<file path="src/rtl/cla_seq_ctrl.sv">
// Sequencer that time-multiplexes one external 4-bit CLA slice to add/subtract NIB nibbles.
// Optional build macro CLA_SEQ_SAT_EN saturates the result on signed overflow.
module cla_seq_ctrl #(
  parameter int unsigned NIB = 4
) (
  input  logic               clk,
  input  logic               rst,
  input  logic               req_valid,
  output logic               req_ready,
  input  logic [4*NIB-1:0]   req_a,
  input  logic [4*NIB-1:0]   req_b,
  input  logic               req_sub,
  output logic [3:0]         slice_a,
  output logic [3:0]         slice_b,
  output logic               slice_cin,
  input  logic [3:0]         slice_sum,
  input  logic               slice_cout,
  output logic               resp_valid,
  input  logic               resp_ready,
  output logic [4*NIB-1:0]   resp_sum,
  output logic               resp_ovfl,
  output logic               resp_zero,
  output logic               resp_neg
);

  localparam int unsigned W  = 4 * NIB;
  localparam int unsigned CW = $clog2(NIB);
  localparam logic [CW-1:0] LastCnt = CW'(NIB - 1);

  typedef enum logic [1:0] {StIdle, StRun, StDone} state_e;

  state_e        state_q, state_d;
  logic [CW-1:0] cnt_q, cnt_d;
  logic          carry_q, carry_d;
  logic [W-1:0]  a_q, a_d;
  logic [W-1:0]  b_q, b_d;
  logic [W-1:0]  raw_q, raw_d;
  logic [W-1:0]  sum_q, sum_d;
  logic          ovfl_q, ovfl_d;
  logic          zero_q, zero_d;
  logic          neg_q, neg_d;
  logic          ovfl_n;
  logic [W-1:0]  fin;

  // State register
  always_ff @(posedge clk or posedge rst) begin
    if (rst) begin
      state_q <= StIdle;
    end else begin
      state_q <= state_d;
    end
  end

  // Next-state logic
  always_comb begin
    state_d = state_q;
    unique case (state_q)
      StIdle: if (req_valid) state_d = StRun;
      StRun:  if (cnt_q == LastCnt) state_d = StDone;
      StDone: if (resp_ready) state_d = StIdle;
      default: state_d = StIdle;
    endcase
  end

  // Handshake and slice outputs; the slice is held quiet outside RUN
  always_comb begin
    req_ready  = 1'b0;
    resp_valid = 1'b0;
    slice_a    = 4'h0;
    slice_b    = 4'h0;
    slice_cin  = 1'b0;
    unique case (state_q)
      StIdle: req_ready = 1'b1;
      StRun: begin
        slice_a   = a_q[4*cnt_q +: 4];
        slice_b   = b_q[4*cnt_q +: 4];
        slice_cin = carry_q;
      end
      StDone: resp_valid = 1'b1;
      default: ;
    endcase
  end

  // Datapath next-state: operand capture, nibble accumulation, final flags
  always_comb begin
    a_d     = a_q;
    b_d     = b_q;
    raw_d   = raw_q;
    carry_d = carry_q;
    cnt_d   = cnt_q;
    sum_d   = sum_q;
    ovfl_d  = ovfl_q;
    zero_d  = zero_q;
    neg_d   = neg_q;
    ovfl_n  = 1'b0;
    fin     = '0;
    unique case (state_q)
      StIdle: begin
        if (req_valid) begin
          a_d     = req_a;
          b_d     = req_sub ? ~req_b : req_b;
          carry_d = req_sub;
          cnt_d   = '0;
          raw_d   = '0;
        end
      end
      StRun: begin
        raw_d[4*cnt_q +: 4] = slice_sum;
        carry_d             = slice_cout;
        cnt_d               = cnt_q + 1'b1;
        if (cnt_q == LastCnt) begin
          // Signed overflow from operand signs; top carry-out deliberately ignored
          ovfl_n = (a_q[W-1] == b_q[W-1]) && (raw_d[W-1] != a_q[W-1]);
          fin    = raw_d;
`ifdef CLA_SEQ_SAT_EN
          if (ovfl_n) begin
            fin = a_q[W-1] ? {1'b1, {(W-1){1'b0}}} : {1'b0, {(W-1){1'b1}}};
          end
`else
`endif
          sum_d  = fin;
          ovfl_d = ovfl_n;
          zero_d = (fin == '0);
          neg_d  = fin[W-1];
        end
      end
      default: ;
    endcase
  end

  always_ff @(posedge clk or posedge rst) begin
    if (rst) begin
      cnt_q   <= '0;
      carry_q <= 1'b0;
      a_q     <= '0;
      b_q     <= '0;
      raw_q   <= '0;
      sum_q   <= '0;
      ovfl_q  <= 1'b0;
      zero_q  <= 1'b0;
      neg_q   <= 1'b0;
    end else begin
      cnt_q   <= cnt_d;
      carry_q <= carry_d;
      a_q     <= a_d;
      b_q     <= b_d;
      raw_q   <= raw_d;
      sum_q   <= sum_d;
      ovfl_q  <= ovfl_d;
      zero_q  <= zero_d;
      neg_q   <= neg_d;
    end
  end

  assign resp_sum  = sum_q;
  assign resp_ovfl = ovfl_q;
  assign resp_zero = zero_q;
  assign resp_neg  = neg_q;

endmodule

</file>
<file path="config.mk">
export PLATFORM = sky130hd
export DESIGN_NAME = cla_seq_ctrl
export DESIGN_NICKNAME = d
export VERILOG_FILES = /design/src/rtl/cla_seq_ctrl.sv
export SDC_FILE = /design/constraint.sdc
export NUM_CORES = 1
export LEC_CHECK = 0
export BUFFER_PORTS_ARGS = -buffer_cell sky130_fd_sc_hd__buf_2
export CORE_UTILIZATION = 55
export DETAILED_ROUTE_END_ITERATION = 10
export PLACE_DENSITY = 0.85
export SYNTH_ARGS = -nofsm -noshare
export SYNTH_HDL_FRONTEND = slang
export SYNTH_SLANG_ARGS = --single-unit
</file>
<file path="constraint.sdc">
create_clock -name clk -period 3.1 [get_ports clk]
set_clock_uncertainty 0.1 [all_clocks]
set_input_delay 0.465 -clock clk [delete_from_list [all_inputs] [get_ports clk]]
set_output_delay 0.465 -clock clk [all_outputs]
set_load 0.03 [all_outputs]
</file>
Word level (Yosys, flattened, before mapping)

Cells that the tools add are included.

Add/sub/neg operators: 2
Bitwise logic cells: 1
Reduce and logical (&&, ||, !) cells: 8
Muxes and demuxes: 17
Shift-type cells: 4
Equal/unequal tests: 8

Operator list:

| kind                    | number |
|---|---|
| $neg 4->34              | 1 |
| $shift 4x34->16 const A | 1 |
| $shiftx 4x34->16        | 1 |
| $mux 16                 | 2 |
| $pmux 16 s2             | 1 |
| $shiftx 16x5->4         | 2 |
| $bwmux 16               | 1 |
| $logic_not 16->1        | 1 |
| $not 16->16             | 1 |
| $mux 2                  | 4 |
| $mux 4                  | 2 |
| $ne 2x2->1 const B      | 3 |
| $pmux 2 s3              | 1 |
| $reduce_and 2->1        | 3 |
| $eq 2x2->1 const B      | 2 |
| $mux 1                  | 4 |
| $pmux 2 s2              | 1 |
| $reduce_and 3->1        | 1 |
| $add 2x1->2 const B     | 1 |
| $eq 2x1->1 const B      | 1 |
| $logic_not 2->1         | 1 |
| $pmux 1 s2              | 1 |
| $reduce_bool 2->1       | 1 |
| $eq 1x1->1              | 1 |
| 2 further kinds         | 2 |

Input bits: 42
Register bits after elaboration: 72
Word-level logic and storage cells: 50

Longest topological paths before layout

Depth in word-level cells: 5
Gate-level depth with buffers: 8
Mapped depth without buffers: 6

Worst setup path after synthesis

OpenSTA, ideal clock, no wires.

Path type: register -> register
Start point: register cnt_q[0]
End point: register ovfl_q (netlist: resp_ovfl)
Buffers on the path: 1
Cell stages (with the launch flop): 8
Setup slack: 610 ps
Library setup time: 84 ps
Arrival: 2306 ps
Data required time: 2916 ps
Cells stage by stage: dfrtp_1 > buf_2 > inv_1 > ha_1 > nand2b_1 > o41a_1 > or3_1 > a41oi_2

Longest elaborated chain between the ends: 5
Elaborated cells on any way between the ends: 8
Classes of those cells: add/sub: 1; eq/ne: 2; shift: 2; mux: 1; reduce/logical: 2

RTL lines:

| item                                                       | RTL line | text |
|---|---|---|
| from (decl)                                                | 33       | `logic [CW-1:0] cnt_q, cnt_d;` |
| from (signal assigned)                                     | 143      | `cnt_q <= cnt_d;` |
| $neg 4->34                                                 | 108      | `raw_d[4*cnt_q +: 4] = slice_sum;` |
| $shiftx 4x34->16 / $shift 4x34->16 (equally long branches) | 108      |  |
| $bwmux 16                                                  | 108      |  |
| $ne 1x1->1                                                 | 113      | `ovfl_n = (a_q[W-1] == b_q[W-1]) && (raw_d[W-1] != a_q[W-1]);` |
| $logic_and 1x1->1                                          | 113      |  |
| to (signal assigned)                                       | 149      | `ovfl_q <= ovfl_d;` |
| to (decl)                                                  | 39       | `logic ovfl_q, ovfl_d;` |

Several ways; a longest one is shown, not always the timed one.
A chain may end at the register's enable or synchronous reset.

Worst setup path in the final report

Start point: register cnt_q[0]
End point: output port slice_b[3]

Longest elaborated chain between the ends: 2

RTL lines:

| item            | RTL line | text |
|---|---|---|
| $shiftx 16x5->4 | 76       | `slice_b = b_q[4*cnt_q +: 4];` |
| $mux 4          | 72       | `unique case (state_q)` |
| to (decl)       | 14       | `output logic [3:0] slice_b,` |

Every way passes these cells.

==> summary.txt <==
gpl congestion: 0.869
multi-input logic area: 1630 um^2
worst endpoint required time: 2.53 ns
r2r worst-path depth: 6
GRT overflow: 0
Final ANT Viol Nets: 0
max-cap viol count: 0
final hold violation count: 0
Yosys cell types: 47
Synth top cells by count: dfrtp_1 (71), a21oi_1 (32), nand2_1 (26)
Total GRT Usage: 25.2%
WHS Endpoint: state_q[1]
Critical Path AT: 1.92 ns
area of the core: 6060 um^2
number of clock sinks: 71
number of synthesized register bits: 71
fraction of layout cells with a size suffix above 1: 30.8%
Detailed Route Iter0 Violations: 207
H-tree depth: 3
syn_nets: 376
maximum VDD drop: 0.000686 V
register area: 1780 um^2
Pwr Density: 1120 nW/um^2
most frequent cell after synthesis: dfrtp_1
Crit Reg-Reg Endpoint: resp_sum[12]
Yosys warnings: 0
number of global-route vias before repair: 2,690
vias per cell: 5.71
CTS root buffer: clkbuf_8
Max Fclk: 403 MHz
CTS Buf Count: 9
EDFF count, synth: 0
first-pass GRT wire length: 12,500 um
worst hold margin: 0.196 ns
area fraction of the dominant cell type after synthesis: 50.4%
Crit Path Class: reg2out
clock-pin slew on the worst setup and hold paths: 0.08 ns
worst hold path type: in2reg
Setup Fix Bufs, Post-CTS: 0
worst-skew pair later-pin latency: 0.35 ns
filler instances: 453
CP Launch Type: flip-flop
RR Startpoint: cnt_q[0]
crit path max fanout: 17
Tot Pwr: 0.00473 W
Die Width: 82.1 um
routed len/inst: 16.1 um
RSZ-0062 raised after global routing: false
largest net degree at the start of global routing: 51
port bufs: 71
die area: 6740 um^2
Longest Clk Path Bufs: 2
Mapped Cells: 328
num ports: 72
CP endpoint kind: output pin
CTS tree: built
Via Count: 2,710
Slew Viols, Final: 0
biggest area consumer among synthesized cells: dfrtp_1
Worst-Margin Slew: 0.687 ns
initial antenna violation count: 0
pre-CTS setup slack: 0.888 ns
DP HPWL: 5330 um
Cells on Worst Hold Path: 2
initial core utilization: 58.2%
status: completed
DRC viols: 0
Top FF cell, synth: dfrtp_1
leakage: 1.92 nW
synthesized area per cell: 10.8 um^2
period utilization: 80.1%
largest cells by area after synthesis: dfrtp_1 (50%), mux2_2 (5.1%), a21oi_1 (4.5%)
PostCTS Resize Cnt: 0
min-delay src: resp_ready
Seq/Total Area, Yosys: 50.4%
Layout area overhead: 19.5%
hold_buf cts: 1
min Tclk post-route: 2.48 ns
Synth Cell Area: 3530 um^2
fin nets: 443
# setup viols final: 0
Sum Neg Setup Slack: 0 ns
post-route setup slack: 0.618 ns
Relative slew margins: 53.9%
n_diodes: 0
standard-cell rows: 28
Post-Route WL: 7630 um
Pre-antenna DRT Iters: 6
Async S/R FF share, synth: 100%
Die Y: 82.1 um
worst reg-to-reg setup slack: 0.85 ns
final cells by class:
class	count	area share, %
sequential	71	42.1
inverter	6	0.534
tap	75	2.23
multi-input combinational	227	38.7
timing repair buffer	80	10.4
clock inverter	7	3.03
clock buffer	9	2.94
where the power goes:
| part | total (W) | switching, W | internal, W |
|---|---|---|---|
| registers | 0.00153 | 0.000224 | 0.00131 |
| logic | 0.00227 | 0.00138 | 0.000890 |
| clock network | 0.000929 | 0.000383 | 0.000545 |
| total | 0.00473 | 0.00199 | 0.00274 |
sequential cells by signal, indices dropped and copies added (netlist names), 2 cells and up:
register / flops
cnt_q: 2
resp_sum: 16
raw_q: 16
state_q: 2
a_q: 16
b_q: 16
metrics by stage:
| stage | area [um^2] | cells | util [%] |
|---|---|---|---|
| 4_1_cts | 4220 | 475 | 69.6 |
| 5_1_grt | 4220 | 475 | 69.6 |
| 3_5_place_dp | 3950 | 458 | 65.2 |
| 2_1_floorplan | 3530 | 328 | - |
| 6_report | 4220 | 475 | 69.6 |
| 3_3_place_gp | 3950 | 458 | 65.2 |
kinds of logic (layout without fill, tap and decap cells):
kind of cell    count (synthesis)  in the layout  share of synthesized area (%)
simple gates                   95             95                           13.7
fa+ha+maj                       6              6                           2.13
xor+xnor                       16             16                           3.97
compound gates                 85             85                           15.6
buf+inv                        30            102                           3.55
flops                          71             71                           50.4
mux                            25             25                           10.7
critical path: stages, from the launching register on:
cell and delay [ns]:
dfrtp_1 0.36, buf_4 0.28, mux4_1 0.57, and2_1 0.18, buf_2 0.18
layer usage:
| metal | routed length [um] | up-vias | global-route usage, % |
|---|---|---|---|
| met5 | 0 | - | 0 |
| li1 | - | 1308 | - |
| met3 | 399 | 16 | 5.44 |
| met4 | 127 | 0 | 11.1 |
| met2 | 3810 | 105 | 42.0 |
| met1 | 3300 | 1281 | 31.6 |
cells in the final DEF (no fill, tap or decap), drive strengths merged, types with 2 or more instances in the layout:
master  instances
clkbuf          9
mux2           16
buf            79
a32o           12
nor3b           2
nor3            2
nor2           22
dfrtp          71
clkinv          2
nand2          26
inv             8
nor2b          15
bufinv          3
mux4            8
nand2b          6
o21ai          22
a21oi          32
nor4            4
o22ai           5
a41oi           2
nand3b          2
ha              6
and2           10
xnor2          16
worst max-delay path by stage:
| stage | start | to | cells past startpoint |
|---|---|---|---|
| after global routing | cnt_q[0] | slice_b[3] | 4 |
| after detailed placement | cnt_q[0] | resp_ovfl | 6 |
| final | cnt_q[0] | slice_b[3] | 4 |
| after floorplan | cnt_q[0] | resp_ovfl | 7 |
| after CTS | cnt_q[0] | slice_b[3] | 4 |
| after global placement | cnt_q[0] | resp_ovfl | 6 |
Note: power is estimated with default switching activity, not from simulation.
